--- src/rtl/load_store_unit.sv ---
// Data-memory access stage: checks a load/store, runs one valid/ready bus transaction
// and delivers the lane-extracted, sign/zero-extended load word for writeback.
module load_store_unit #(
  parameter int TIMEOUT = 255,
  parameter int TOW     = 16
) (
  input  logic        clk,
  input  logic        rst_n,
  input  logic        memread,
  input  logic        memwrite,
  input  logic [2:0]  funct3,
  input  logic [31:0] addr,
  input  logic [31:0] writedata,
  output logic [31:0] readdata,
  output logic        stall,
  output logic        fault,
  output logic        bus_valid,
  output logic        bus_we,
  output logic [31:0] bus_addr,
  output logic [3:0]  bus_wstrb,
  output logic [31:0] bus_wdata,
  input  logic        bus_ready,
  input  logic [31:0] bus_rdata,
  input  logic        bus_err
);

  typedef enum logic [1:0] {IDLE, REQ, DONE} state_t;

  state_t         state, next_state;
  logic [TOW-1:0] count;
  logic [2:0]     lat_f3;
  logic [1:0]     lat_off;
  logic           lat_load;
  logic           access, bad_req, timeout_hit;
  logic [3:0]     wstrb_c;
  logic [31:0]    wdata_c, load_data;
  logic [7:0]     lane_b;
  logic [15:0]    lane_h;

  assign access      = memread | memwrite;
  assign timeout_hit = (count == TOW'(TIMEOUT - 1));

  // Illegal combinations and misalignment are rejected before any bus activity.
  always_comb begin
    bad_req = 1'b0;
    if (memread && memwrite)
      bad_req = 1'b1;
    else if (memwrite && !(funct3 inside {3'b000, 3'b001, 3'b010}))
      bad_req = 1'b1;
    else if (memread && !(funct3 inside {3'b000, 3'b001, 3'b010, 3'b100, 3'b101}))
      bad_req = 1'b1;
    else if (funct3[1:0] == 2'b01 && addr[0])
      bad_req = 1'b1;
    else if (funct3[1:0] == 2'b10 && addr[1:0] != 2'b00)
      bad_req = 1'b1;
  end

  always_comb begin
    wstrb_c = 4'b1111;
    wdata_c = writedata;
    case (funct3[1:0])
      2'b00: begin
        wstrb_c = 4'b0001 << addr[1:0];
        wdata_c = {4{writedata[7:0]}};
      end
      2'b01: begin
        wstrb_c = addr[1] ? 4'b1100 : 4'b0011;
        wdata_c = {2{writedata[15:0]}};
      end
      default: ;
    endcase
  end

  always_comb begin
    lane_b    = bus_rdata[{lat_off, 3'b000} +: 8];
    lane_h    = lat_off[1] ? bus_rdata[31:16] : bus_rdata[15:0];
    load_data = bus_rdata;
    case (lat_f3)
      3'b000:  load_data = {{24{lane_b[7]}}, lane_b};
      3'b100:  load_data = {24'b0, lane_b};
      3'b001:  load_data = {{16{lane_h[15]}}, lane_h};
      3'b101:  load_data = {16'b0, lane_h};
      default: load_data = bus_rdata;
    endcase
  end

  always_ff @(posedge clk or negedge rst_n) begin
    if (!rst_n) state <= IDLE;
    else        state <= next_state;
  end

  always_comb begin
    next_state = state;
    case (state)
      IDLE:    if (access) next_state = bad_req ? DONE : REQ;
      REQ:     if (bus_ready || timeout_hit) next_state = DONE;
      DONE:    next_state = IDLE;
      default: next_state = IDLE;
    endcase
  end

  // Reset forces stall low even if the core still presents an access.
  always_comb begin
    stall = rst_n & (((state == IDLE) & access) | (state == REQ));
  end

  always_ff @(posedge clk or negedge rst_n) begin
    if (!rst_n) begin
      readdata  <= '0;
      fault     <= 1'b0;
      bus_valid <= 1'b0;
      bus_we    <= 1'b0;
      bus_addr  <= '0;
      bus_wstrb <= '0;
      bus_wdata <= '0;
      count     <= '0;
      lat_f3    <= '0;
      lat_off   <= '0;
      lat_load  <= 1'b0;
    end else begin
      fault <= 1'b0;
      case (state)
        IDLE: begin
          if (access) begin
            if (bad_req) begin
              fault <= 1'b1;
              if (memread) readdata <= '0;
            end else begin
              bus_valid <= 1'b1;
              bus_we    <= memwrite;
              bus_addr  <= {addr[31:2], 2'b00};
              bus_wstrb <= memwrite ? wstrb_c : 4'b0000;
              bus_wdata <= wdata_c;
              lat_f3    <= funct3;
              lat_off   <= addr[1:0];
              lat_load  <= memread;
              count     <= '0;
            end
          end
        end
        REQ: begin
          if (bus_ready) begin
            bus_valid <= 1'b0;
            if (bus_err) begin
              fault <= 1'b1;
              if (lat_load) readdata <= '0;
            end else if (lat_load) begin
              readdata <= load_data;
            end
          end else if (timeout_hit) begin
            bus_valid <= 1'b0;
            fault     <= 1'b1;
            if (lat_load) readdata <= '0;
          end else begin
            count <= count + TOW'(1);
          end
        end
        default: ;
      endcase
    end
  end

endmodule

--- config.mk ---
export PLATFORM = sky130hd
export DESIGN_NAME = load_store_unit
export DESIGN_NICKNAME = d
export VERILOG_FILES = /design/src/rtl/load_store_unit.sv
export SDC_FILE = /design/constraint.sdc
export NUM_CORES = 1
export LEC_CHECK = 0
export CAP_MARGIN = 10
export CORE_MARGIN = 2
export CORE_UTILIZATION = 41
export DETAILED_ROUTE_END_ITERATION = 8
export PLACE_DENSITY = 0.84
export SETUP_SLACK_MARGIN = 0.2
export SLEW_MARGIN = 20
export SYNTH_ARGS = -nofsm -noshare
export SYNTH_HDL_FRONTEND = slang
export SYNTH_SLANG_ARGS = --single-unit
--- constraint.sdc ---
create_clock -name clk -period 2.32 [get_ports clk]
set_input_delay 0.348 -clock clk [delete_from_list [all_inputs] [get_ports clk]]
set_output_delay 0.348 -clock clk [all_outputs]
set_load 0.02 [all_outputs]
==> metrics.cfg <==
[worst_hold_path]
hp-class = input port to asynchronous set/reset pin

[clocking]
post_cts_buffers = 0
cts_tree = built
cts-root-buf = clkbuf_16
cts-buffers-inserted = 17
clockBufferDepth = 2
clk_latency_ps = 410
path_clk_slew_ps = 60
holdBufCountCts = 0
htreeDepth = 4
cts_sinks = 125

[status]
status = finished, final reports clean

[critical_path]
critPathArrivalTime_ps = 2580
max_stage_delay_ps = 550
critPathBufInv = 1
cpMostUsedCell = or4_4
rr_endpoint = readdata[8]$_DFFE_PN0P_
reg2reg_slack_ps = 40
critical-path-top-delay-family = simple AND/OR/NAND/NOR gates
cp_cell_sequence = or4_4 -> or4_4 -> a21oi_4 -> o311ai_4 -> buf_12 -> a21o_4
slowest_stage = or4_4
critPathRequiredTime_ps = 2620
end_kind = register
r2r_cells = 6
timing.rr.start = count[12]$_DFFE_PN0P_
path_max_fanout = 23
startpoint_type = register
path_class = register to register

[route]
route.detailed.drc = 0
routed_wl_um = 17200
final_antenna_net_count = 0
via_per_inst = 5.26
dr.pass1.iters = 5
via_count = 5234
wl_per_cell_um = 17.3
drt_iter0_drc = 311

[yosys]
synth.most_common_cell = dfrtp_1
ys_seq_area_share_pct = 51.8
syn_avg_cell_area_um2 = 10.6
synth_common_cells = 125 x dfrtp_1, 69 x nand2_1, 45 x mux2_2
synth_edf_count = 0
synth_cell_type_count = 53
synth_ff_type = dfrtp_1
synth_area_leader_cell = dfrtp_1
yosysTopAreaCellShare_pct = 51.8
async_flop_share_pct = 100
netlist_area_um2 = 6030
ys_warn_count = 0
synthTopCellsByArea = dfrtp_1 52%, mux2_2 8.4%, mux2i_1 4.6%, nand2_1 4.3%, o21ai_0 3.4%
synthCells = 569
synth-seq-cells = 125

[cells_and_area]
diodes = 0
nets = 906
fillers = 1120
finalCoreUtilization_pct = 62.6
drive_above_1_share_pct = 16.4
seq_area_um2 = 3130
multi_input_area_um2 = 2690
syn2layout_area_growth_pct = 50.3

[run]
maxCapViolations = 0

[timing]
worst_slew_pin_slew_ps = 836
drv_slew = 0
hold_viol_final = 0
finClkSkew_ps = 7.88
period_needed_ps = 2280
slew_headroom_pct = 44.1
setup-violations-final = 0
max_clock_freq_mhz = 439
setup_tns_ps = 0
min_period_over_period_pct = 98.2
rsz0062_at_grt = yes

[floorplanning]
die_area_um2 = 15700
die_y_um = 125
io_pins = 209
placementRows = 44
die_w_um = 125
core_region_area_um2 = 14500
start_util_pct = 41.7

[placed_design]
gp_congestion = 0.827
io_buffers = 206
hpwl_um = 12600

[grt]
track_usage_pct = 22.4
grt_pass1_vias = 5231
grt_overflow = 0
grt_max_degree = 126
grt_antenna_before_repair = 0
grt_pass1_wl_um = 27800

[pwr]
vdd_ir_drop_max_uv = 893
power.density_nw_per_um2 = 1150
p_leak_nw = 4.10

==> final cells by class <==
type	instances	area share, %
flip-flops and latches	125	34.5
multi-input cells	397	29.6
repair buffers	246	26.5
clock buffers	18	4.73
well taps	184	2.54
clock inverters	14	1.61
inverters	12	0.497
==> worst register-to-register path: stages, from the launching register on <==
cell      delay (ps)
dfrtp_1          380
or4_4            550
or4_4            520
a21oi_4          170
o311ai_4         140
buf_12           190
a21o_4           220
==> worst max-delay path by stage <==
stage                                from                  endpoint  cells past startpoint
CTS                 count[12]$_DFFE_PN0P_   readdata[8]$_DFFE_PN0P_                      6
floorplan           count[12]$_DFFE_PN0P_  readdata[29]$_DFFE_PN0P_                      7
global route        count[12]$_DFFE_PN0P_   readdata[9]$_DFFE_PN0P_                      6
detailed placement                memread  bus_addr[26]$_DFFE_PN0P_                      6
finish              count[12]$_DFFE_PN0P_   readdata[8]$_DFFE_PN0P_                      6
global placement                  memread                     stall                      4
==> stage by stage <==
stage          cells  total power, mW  setup WS (ps)  instance area (um^2)  hold slack, ps
2_1_floorplan    570             5.68           49.4                  6040            52.4
3_3_place_gp     964             7.78          -96.3                  8490             460
3_5_place_dp     964             7.87          -80.1                  8490             466
4_1_cts          996             10.5           39.5                  9060             121
5_1_grt          996             11.0           3.69                  9070             159
6_report         996             10.4           41.4                  9070            90.8
==> sequential cells by signal, summed over array words and instances, names as in the netlist <==
signal and cells:
bus_addr 30, bus_valid 1, bus_wdata 32, bus_we 1, bus_wstrb 4, count 16
fault 1, lat_f3 3, lat_load 1, lat_off 2, readdata 32, state 2
==> timing repair <==
item | CTS | global route
gates resized for setup | 1 | 4
pin swaps | 0 | 1
setup endpoints to repair | 33 | 47
==> placed cells by master, fill, tap and decap left out, drive strengths merged, types with 8 or more instances in the layout <==
| cell type | netlist | final |
|---|---|---|
| o21a | 8 | 8 |
| nand2 | 69 | 69 |
| inv | 12 | 13 |
| clkdlybuf4s50 | 0 | 204 |
| xor2 | 8 | 8 |
| clkbuf | 27 | 19 |
| o21ai | 41 | 41 |
| mux2i | 28 | 28 |
| o2bb2ai | 8 | 8 |
| a21oi | 40 | 40 |
| dfrtp | 125 | 125 |
| nor2 | 30 | 30 |
| a221oi | 14 | 14 |
| nand3 | 13 | 13 |
| a21o | 25 | 25 |
| nor2b | 10 | 10 |
| mux2 | 45 | 45 |
| buf | 9 | 41 |
==> layer usage <==
layer	wire length (um)	track usage (%)
met1	7310	29.3
met2	7990	34.6
met3	1350	7.27
met4	535	9.61
met5	0	0
==> report_power, final <==
| part | internal [mW] | leakage, nW | switching [mW] |
|---|---|---|---|
| combinational | 2.17 | 2.24 | 2.24 |
| sequential | 2.94 | 1.60 | 0.501 |
| clock | 1.58 | 0.264 | 0.989 |
==> logic make-up (layout without fill, tap and decap cells) <==
group	Yosys count	in the layout	synth area share (%)
compound gates	149	149	16.4
mux	73	73	13.0
other cells	1	2	0.0622
xor+xnor	13	13	1.89
simple gates	158	158	12.4
fa+ha+maj	2	2	0.415
flops	125	125	51.8
buf+inv	48	290	4.00
No activity file was read; power rests on OpenSTA's default activity.
